==> config.mk <==
export PLATFORM = sky130hd
export DESIGN_NAME = execute_muldiv_unit
export DESIGN_NICKNAME = d
export VERILOG_FILES = /design/src/rtl/execute_muldiv_unit_pkg.sv /design/src/rtl/mdu_radix2_step.sv /design/src/rtl/execute_muldiv_unit.sv
export SDC_FILE = /design/constraint.sdc
export NUM_CORES = 1
export LEC_CHECK = 0
export ABC_CLOCK_PERIOD_IN_PS = 6800
export BUFFER_PORTS_ARGS = -buffer_cell sky130_fd_sc_hd__buf_2
export CORE_UTILIZATION = 59
export DETAILED_ROUTE_END_ITERATION = 6
export GPL_TIMING_DRIVEN = 1
export PLACE_DENSITY = 0.78
export SKIP_CTS_REPAIR_TIMING = 1
export SYNTH_ARGS = -nofsm -noshare
export SYNTH_HDL_FRONTEND = slang
export SYNTH_SLANG_ARGS = --single-unit
==> constraint.sdc <==
create_clock -name clk -period 6.8 [get_ports clk]
set_clock_uncertainty 0.2 [all_clocks]
set_input_delay 1.02 -clock clk [delete_from_list [all_inputs] [get_ports clk]]
set_output_delay 1.02 -clock clk [all_outputs]
set_load 0.01 [all_outputs]
==> src/rtl/execute_muldiv_unit_pkg.sv <==
// rtl/execute_muldiv_unit_pkg.sv - shared types and constants for the multiply/divide unit
//
// Purpose: operation and FSM state encodings used by execute_muldiv_unit and
//          the execute stage that drives it.
// Ports:   none (package).

package execute_muldiv_unit_pkg;

  // Largest number of radix-2 steps chained into one cycle.
  localparam int MDU_MAX_UNROLL = 4;

  typedef enum logic [2:0] {
    MUL    = 3'd0,
    MULH   = 3'd1,
    MULHSU = 3'd2,
    MULHU  = 3'd3,
    DIV    = 3'd4,
    DIVU   = 3'd5,
    REM    = 3'd6,
    REMU   = 3'd7
  } muldiv_op_type;

  typedef enum logic [1:0] {
    IDLE    = 2'd0,
    COMPUTE = 2'd1,
    SPECIAL = 2'd2,
    DONE    = 2'd3
  } mdu_state_type;

endpackage

==> src/rtl/mdu_radix2_step.sv <==
// rtl/mdu_radix2_step.sv - one combinational shift-add / restoring-subtract step
//
// Purpose: advances the {high, low} accumulator by one multiplier or quotient bit.
// Ports:
//   i_is_div   1       1 = restoring divide step, 0 = shift-add multiply step
//   i_operand  XLEN    multiplicand magnitude (multiply) or divisor magnitude (divide)
//   i_acc      2*XLEN  accumulator in: multiply {partial, multiplier}, divide {remainder, dividend/quotient}
//   o_acc      2*XLEN  accumulator out

module mdu_radix2_step #(
  parameter int XLEN = 32
) (
  input  logic              i_is_div,
  input  logic [XLEN-1:0]   i_operand,
  input  logic [2*XLEN-1:0] i_acc,
  output logic [2*XLEN-1:0] o_acc
);

  logic [XLEN:0] w_add_sum;
  logic [XLEN:0] w_trial;
  logic [XLEN:0] w_diff;

  // Multiply: add the multiplicand when the current multiplier bit is set; the
  // carry out lands in the top bit after the right shift.
  assign w_add_sum = {1'b0, i_acc[2*XLEN-1:XLEN]} + (i_acc[0] ? {1'b0, i_operand} : '0);

  // Divide: bring the next dividend bit into the remainder. The remainder is
  // always below the divisor, so one extra bit is enough to detect the borrow.
  assign w_trial = i_acc[2*XLEN-1:XLEN-1];
  assign w_diff  = w_trial - {1'b0, i_operand};

  always_comb begin
    o_acc = '0;
    if (i_is_div) begin
      if (w_diff[XLEN]) begin
        o_acc = {w_trial[XLEN-1:0], i_acc[XLEN-2:0], 1'b0};
      end else begin
        o_acc = {w_diff[XLEN-1:0], i_acc[XLEN-2:0], 1'b1};
      end
    end else begin
      o_acc = {w_add_sum, i_acc[XLEN-1:1]};
    end
  end

endmodule

==> src/rtl/execute_muldiv_unit.sv <==
// rtl/execute_muldiv_unit.sv - iterative RV32M/RV64M multiply/divide unit for the execute stage
//
// Purpose: computes MUL/MULH/MULHSU/MULHU/DIV/DIVU/REM/REMU over XLEN/UNROLL
//          cycles and holds the pipeline through stall until the result is ready.
// Ports:
//   clk        in   1     rising-edge clock
//   reset_n    in   1     asynchronous active-low reset
//   start      in   1     request, sampled only in IDLE
//   op         in   3     muldiv_op_type, sampled with start
//   operand_a  in   XLEN  rs1 after forwarding, sampled with start
//   operand_b  in   XLEN  rs2 after forwarding, sampled with start
//   flush      in   1     abort the current operation
//   busy       out  1     operation in progress
//   done       out  1     one-cycle pulse, result valid
//   result     out  XLEN  last completed result, held until the next done
//   stall      out  1     freeze request to the hazard unit

module execute_muldiv_unit
  import execute_muldiv_unit_pkg::*;
#(
  parameter int XLEN   = 32,
  parameter int UNROLL = 1
) (
  input  logic            clk,
  input  logic            reset_n,
  input  logic            start,
  input  logic [2:0]      op,
  input  logic [XLEN-1:0] operand_a,
  input  logic [XLEN-1:0] operand_b,
  input  logic            flush,
  output logic            busy,
  output logic            done,
  output logic [XLEN-1:0] result,
  output logic            stall
);

  // Out-of-range unroll factors are clamped so the step chain stays bounded.
  localparam int STEPS_PER_CYCLE = (UNROLL > MDU_MAX_UNROLL) ? MDU_MAX_UNROLL : UNROLL;
  localparam int STEPS           = XLEN / STEPS_PER_CYCLE;
  localparam int CW              = (STEPS > 1) ? $clog2(STEPS) : 1;

  mdu_state_type   r_state;
  mdu_state_type   w_state_next;
  muldiv_op_type   r_op;
  muldiv_op_type   w_op;
  logic            r_sign_a;
  logic            r_sign_b;
  logic [XLEN-1:0] r_mag_b;
  logic [2*XLEN-1:0] r_acc;
  logic [CW-1:0]   r_cnt;
  logic [XLEN-1:0] r_special;
  logic [XLEN-1:0] r_result;

  logic            w_accept;
  logic            w_neg_a;
  logic            w_neg_b;
  logic [XLEN-1:0] w_mag_a;
  logic [XLEN-1:0] w_mag_b;
  logic            w_is_div;
  logic            w_is_rem;
  logic            w_div_zero;
  logic            w_overflow;
  logic [XLEN-1:0] w_special_val;
  logic            w_r_is_div;
  logic [2*XLEN-1:0] w_final;
  logic [2*XLEN-1:0] w_prod;
  logic [XLEN-1:0] w_quot;
  logic [XLEN-1:0] w_rem;
  logic [XLEN-1:0] w_result_calc;

  // ---------------------------------------------------------------- capture
  assign w_op     = muldiv_op_type'(op);
  assign w_accept = (r_state == IDLE) & start & ~flush;

  assign w_neg_a = (w_op inside {MULH, MULHSU, DIV, REM}) & operand_a[XLEN-1];
  assign w_neg_b = (w_op inside {MULH, DIV, REM}) & operand_b[XLEN-1];
  assign w_mag_a = w_neg_a ? -operand_a : operand_a;
  assign w_mag_b = w_neg_b ? -operand_b : operand_b;

  assign w_is_div   = w_op inside {DIV, DIVU, REM, REMU};
  assign w_is_rem   = w_op inside {REM, REMU};
  assign w_div_zero = w_is_div & (operand_b == '0);
  assign w_overflow = (w_op inside {DIV, REM}) &
                      (operand_a == {1'b1, {(XLEN-1){1'b0}}}) & (operand_b == '1);

  always_comb begin
    w_special_val = '0;
    if (w_div_zero) begin
      w_special_val = w_is_rem ? operand_a : '1;
    end else if (w_overflow) begin
      w_special_val = w_is_rem ? '0 : operand_a;
    end
  end

  // ---------------------------------------------------------- step chain
  assign w_r_is_div = r_op inside {DIV, DIVU, REM, REMU};

  for (genvar g = 0; g < STEPS_PER_CYCLE; g++) begin : g_step
    logic [2*XLEN-1:0] w_in;
    logic [2*XLEN-1:0] w_out;
    if (g == 0) begin : g_first
      assign w_in = r_acc;
    end else begin : g_next
      assign w_in = g_step[g-1].w_out;
    end
    mdu_radix2_step #(.XLEN(XLEN)) u_step (
      .i_is_div  (w_r_is_div),
      .i_operand (r_mag_b),
      .i_acc     (w_in),
      .o_acc     (w_out)
    );
  end

  assign w_final = g_step[STEPS_PER_CYCLE-1].w_out;

  // Sign correction on the final accumulator, used only on COMPUTE -> DONE.
  assign w_prod = (r_sign_a ^ r_sign_b) ? -w_final : w_final;
  assign w_quot = (r_sign_a ^ r_sign_b) ? -w_final[XLEN-1:0] : w_final[XLEN-1:0];
  assign w_rem  = r_sign_a ? -w_final[2*XLEN-1:XLEN] : w_final[2*XLEN-1:XLEN];

  always_comb begin
    w_result_calc = '0;
    case (r_op)
      MUL:                 w_result_calc = w_prod[XLEN-1:0];
      MULH, MULHSU, MULHU: w_result_calc = w_prod[2*XLEN-1:XLEN];
      DIV, DIVU:           w_result_calc = w_quot;
      default:             w_result_calc = w_rem;
    endcase
  end

  // ------------------------------------------------------------------ FSM
  always_ff @(posedge clk or negedge reset_n) begin
    if (!reset_n) begin
      r_state <= IDLE;
    end else begin
      r_state <= w_state_next;
    end
  end

  always_comb begin
    w_state_next = r_state;
    busy         = 1'b0;
    done         = 1'b0;
    case (r_state)
      IDLE: begin
        if (w_accept) begin
          w_state_next = (w_div_zero | w_overflow) ? SPECIAL : COMPUTE;
        end
      end
      COMPUTE: begin
        busy = 1'b1;
        if (flush) begin
          w_state_next = IDLE;
        end else if (r_cnt == CW'(STEPS - 1)) begin
          w_state_next = DONE;
        end
      end
      SPECIAL: begin
        busy         = 1'b1;
        w_state_next = flush ? IDLE : DONE;
      end
      default: begin
        done         = 1'b1;
        w_state_next = IDLE;
      end
    endcase
  end

  // ------------------------------------------------------------- datapath
  always_ff @(posedge clk or negedge reset_n) begin
    if (!reset_n) begin
      r_op      <= MUL;
      r_sign_a  <= 1'b0;
      r_sign_b  <= 1'b0;
      r_mag_b   <= '0;
      r_acc     <= '0;
      r_cnt     <= '0;
      r_special <= '0;
      r_result  <= '0;
    end else begin
      if (w_accept) begin
        r_op      <= w_op;
        r_sign_a  <= w_neg_a;
        r_sign_b  <= w_neg_b;
        r_mag_b   <= w_mag_b;
        r_acc     <= {{XLEN{1'b0}}, w_mag_a};
        r_cnt     <= '0;
        r_special <= w_special_val;
      end else if (r_state == COMPUTE) begin
        r_acc <= w_final;
        r_cnt <= r_cnt + CW'(1);
      end
      // A flush leaves the next state at IDLE, so the held result survives it.
      if (w_state_next == DONE) begin
        r_result <= (r_state == SPECIAL) ? r_special : w_result_calc;
      end
    end
  end

  assign result = r_result;
  assign stall  = w_accept | busy;

endmodule

Word-level counts from Yosys, hierarchy flattened
Cells that the tools add are included.

word-level totals
  flip-flop bits (word level) = 172
  input port bits = 71
  output and inout bits = 35
  logic and storage cells = 87

operators by class
  add/subtract/negate cells = 8
  equality and inequality tests = 19
  mux-type cells = 26
  bitwise logic cells = 11
  reductions and logical operators = 14

operators with widths
  cell                                                              count
  32-bit 2-to-1 mux                                                 10
  64-bit 2-to-1 mux                                                 5
  32-bit negator                                                    4
  32-bit case mux with 3 select lines                               1
  32-bit == test (second input constant)                            2
  64-bit negator                                                    1
  32-bit by 33-bit adder with 33-bit output                         1
  33-bit by 32-bit subtractor with 33-bit output                    1
  32-bit logical NOT                                                1
  3-bit == test (second input constant)                             8
  4-bit nonzero test                                                3
  2-bit 2-to-1 mux                                                  5
  5-bit 2-to-1 mux                                                  2
  3-bit by 2-bit == test with 1-bit output (second input constant)  3
  1-bit AND                                                         7
  3-bit by 1-bit == test with 1-bit output (second input constant)  2
  2-bit case mux with 3 select lines                                1
  2-bit nonzero test                                                3
  3-bit OR reduction                                                2
  5-bit by 1-bit adder with 5-bit output (second input constant)    1
  5-bit == test (second input constant)                             1
  2-bit == test (second input constant)                             2
  2-bit OR reduction                                                2
  3-bit logical NOT                                                 1
  7 further kinds                                                   9

Depth between registers and ports, before layout
  depth after elaboration = 9
  depth in mapped cells = 29
  depth with buffers taken out = 25

Hierarchy
Synthesis repeated with hierarchy kept, for this count alone.

unflattened totals
  cell total of the unflattened synthesis = 2071
  area total of the unflattened synthesis = 16324.4 um2

modules (own cells, without submodules)
  module               instances  cells an instance  area each (um2)  seq. area each (um2)
  execute_muldiv_unit  1          1408               11733.8          4304.1
  mdu_radix2_step      1          663                4590.7           0.0

Worst setup path after synthesis
Ideal clock, no wire load.

  path kind = flip-flop to flip-flop
  from = register r_acc[31], in the netlist g_step[0].w_in[31]
  to = register r_result[22], in the netlist result[22]
  library setup time = 0.126 ns
  arrival time = 5.292 ns
  required time = 6.474 ns
  slack = 1.181 ns
  cell stages (with the launch flop) = 28
  buffers on the path = 4
  clock period less this slack = 5.619 ns
  cell sequence = dfrtp_1 > inv_1 > ha_1 > inv_1 > fa_1 > a211oi_1 > o21ai_1 > nand4_2 > a21oi_4 > or3_1 > buf_6 > nand2_1 > buf_2 > clkbuf_1 > buf_2 > nand2_1 > o21ai_0 > a21oi_1 > inv_1 > ha_1 > nand3_1 > or3_1 > o311a_1 > nor4b_2 > a211oi_1 > a41oi_1 > a21oi_1 > a221o_1

between the ends
  cells in the longest elaborated chain, start to end = 7
  elaborated cells on any way between the ends = 11
  those cells by class = 4 x add/sub; 7 x mux

RTL lines
  what                                            line                        text
  from (decl)                                     execute_muldiv_unit.sv:49   logic [2*XLEN-1:0] r_acc;
  from (signal assigned)                          execute_muldiv_unit.sv:186  r_acc <= {{XLEN{1'b0}}, w_mag_a};
  from (signal assigned)                          execute_muldiv_unit.sv:190  r_acc <= w_final;
  33-bit by 32-bit subtractor with 33-bit output  mdu_radix2_step.sv:30       assign w_diff = w_trial - {1'b0, i_operand};
  64-bit 2-to-1 mux                               mdu_radix2_step.sv:35       if (w_diff[XLEN]) begin
  64-bit 2-to-1 mux *                             mdu_radix2_step.sv:34       if (i_is_div) begin
  64-bit negator (tied with other cells)          execute_muldiv_unit.sv:117  assign w_prod = (r_sign_a ^ r_sign_b) ? -w_final : w_final;
  64-bit 2-to-1 mux (tied with other cells)       execute_muldiv_unit.sv:117
  32-bit case mux with 3 select lines *           execute_muldiv_unit.sv:123  case (r_op)
  32-bit 2-to-1 mux *                             execute_muldiv_unit.sv:195  r_result <= (r_state == SPECIAL) ? r_special : w_result_calc;
  to (signal assigned)                            execute_muldiv_unit.sv:195
  to (decl)                                       execute_muldiv_unit.sv:52   logic [XLEN-1:0] r_result;

Mark *: on every way between the ends. The rest lies on a longest branch, timed or not.
A chain may end at the register's enable or synchronous reset.

Worst setup path after layout
Same ends and word-level chain as after synthesis.

==> impl_metrics.yaml <==
yosys:
  syn-num-nets: 2378
  synth-main-ff-cell: "dfrtp_1"
  synth.distinct_cells: 97
  ys_seq_area_share_pct: 25.5
  yosys_warnings: 0
  async_flop_share_pct: 100
  synth-edff-count: 0
  synth_seq_cells: 172
  synthesis.instances: 2230
  syn_area_um2: 16900
  syn_avg_cell_area_um2: 7.56
final_layout:
  diodes: 0
  final_common_cell: "nand2_1"
  n_fill_cell: 2556
  layout-drive-gt1-share_pct: 10.4
  final_cell_mix: "263 x nand2_1, 218 x o21ai_0, 212 x nor2_1, 171 x a21oi_1, 171 x dfrtp_1"
  nNetsFinal: 2426
  area_growth_pct: 9.06
  final_core_util_pct: 65.8
  final_area_um2: 18400
floorplanning:
  core_area_um2: 27900
  rows: 61
  die_height_um: 171
  pin_count: 106
  die_area_um2: 29200
  initial_core_util_pct: 60.3
  fp.dieW_um: 171
place:
  io_buffers: 105
  pre_cts_ws_ps: 452
  routabilityCongestion: 1.03
  postPlaceCellArea_um2: 17800
  hpwl_um: 48600
global_route:
  globalRouteOverflowTotal: 0
  grt_usage_pct: 43.8
  grt_max_degree: 103
  antenna_found_initial: 4
  grt_pass1_vias: 16300
  grt_first_pass_wirelength_um: 96600
clock_network:
  cts_htree_levels: 4
  numCtsBuffers: 17
  cts_sinks: 172
  clk_latency_ps: 470
  root_buffer: "clkbuf_16"
  path_clk_slew_ps: 80
  clk_path_buf_depth: 2
  cts_tree: "done"
routing:
  drcViolationCount: 1
  num_vias: 18300
  viasPerCell: 6.87
  drt_iter0_drc: 2701
  ant_nets: 0
  drt-pass1-iter-count: 7
  routed_wl_um: 64300
  routedWlPerCell_um: 24.1
outcome:
  violations: "DRC"
  status: "finished with violations"
sta:
  min_period_ps: 6460
  final_hold_viol_count: 0
  rsz0062_at_grt: "no"
  setup_ws_ps: 340
  fin_crit_sh_pct: 95.0
  final-setup-viol-count: 0
  final_max_slew_viol_count: 0
  max_freq_ghz: 0.155
  tightest_slew_ps: 1350
  max_slew_margin_pct: 9.90
  finalSetupTns_ps: 0
critical_path:
  start_kind: "flip-flop"
  cp_top_family: "simple AND/OR/NAND/NOR gates"
  path_buf_inv: 3
  critPathKind: "flip-flop to flip-flop"
  max_stage_delay_ps: 460
  crit_slowest_cell: "nand4bb_1"
  critical_path.max_fanout: 8
  endpoint_kind: "flip-flop"
  cp.arrival_ps: 6610
  path_cells: "inv_1, ha_1, inv_1, fa_1, a211oi_1, o21ai_1, nand4_2, a21oi_4, or3_1, nand2_1, nand2_1, o21ai_0, a21oi_1, inv_1, ha_1, nand3_1, or3_1, o311a_1, nand4bb_1, nor2_2, a21oi_1, mux2i_1, a21oi_1, a221o_1"
  required_ps: 6950
run:
  drv_cap: 0
hold_path:
  hold_path.class: "flip-flop to flip-flop"
==> kinds of logic (layout without fill, tap and decap cells) <==
logic type	count (synthesis)	count (layout)	synth area share, %
AO/OA/AOI/OAI	743	743	28.4
XOR/XNOR	173	173	8.99
adder cells (fa/ha/maj)	77	77	5.81
buffers and inverters	200	261	4.58
flip-flops	172	172	25.5
multiplexers	70	70	4.20
AND/OR/NAND/NOR	795	795	22.5
==> worst reg2reg max path: stages (launching register included) <==
cell and delay (ps):
dfrtp_1 420, inv_1 110, ha_1 180, inv_1 60, fa_1 440, a211oi_1 330
o21ai_1 260, nand4_2 230, a21oi_4 120, or3_1 350, nand2_1 330, nand2_1 100
o21ai_0 80, a21oi_1 210, inv_1 150, ha_1 370, nand3_1 160, or3_1 390
o311a_1 250, nand4bb_1 470, nor2_2 400, a21oi_1 150, mux2i_1 190, a21oi_1 60
a221o_1 330
==> path summary, 6_finish.rpt <==
kind,startpoint,to,slack [ps],cells past startpoint
worst max register to register,g_step[0].w_in[31],result[22],340,24
worst min-delay path,result[3],result[3],280,2
worst max-delay path,g_step[0].w_in[31],result[22],340,24
worst min register to register,result[3],result[3],280,2
max in group asynchronous,reset_n,g_step[0].w_in[10],4550,2
min in group asynchronous,reset_n,g_step[0].w_in[57],390,1
==> registers in the layout, summed over array words and instances, names as in the netlist <==
register,flops
r_op,3
r_special,32
r_state,2
r_mag_b,32
r_sign_b,1
r_sign_a,1
g_step.w_in,64
r_cnt,5
result,32
==> per-layer routing <==
layer	vias to the layer above	share of wire, %	track usage, %
li1	8242	-	-
met3	161	13	12.1
met5	-	0.039	0
met2	1211	42	63.5
met4	4	3.5	16.3
met1	8727	41	61.7
==> synthesized netlist by cell type (all sizes together) (14+ instances only) <==
cell type  instances  area, um^2
a211oi            34         265
inv               75         282
nand4             21         138
o211ai            47         353
dfrtp            172        4300
o22ai             14        87.6
nand2            263         987
o21a              18         135
and3              25         156
and2              51         319
mux2i             64         641
nor3              62         310
a21oi            174         890
or3               21         131
clkbuf            95         357
o31ai             32         273
a31oi             39         244
nand3             42         210
ha                75         938
xnor2             94         823
a21o              24         180
buf               29         130
nor4              20         140
xor2              79         692
nand2b            14        87.6
o21ai            231        1160
nor2             215         812
==> stage by stage <==
step	std cells	hold WS [ps]
after CTS	2669	282
final	2669	277
after floorplan	2230	242
after global placement	2637	255
after detailed placement	2637	265
after global routing	2669	302
==> cell type report <==
type	count	area, um^2	share of cell area [%]
sequential	172	4310	23.4
multi-input combinational	1858	11800	64.4
clock inverter	14	145	0.790
timing repair buffer	153	892	4.85
clock buffer	18	439	2.39
inverter	76	285	1.55
tap	378	473	2.57
Power is left out: the tool's default activity adds up to more than one toggle a clock period on the data nets, which glitch-free logic cannot reach.
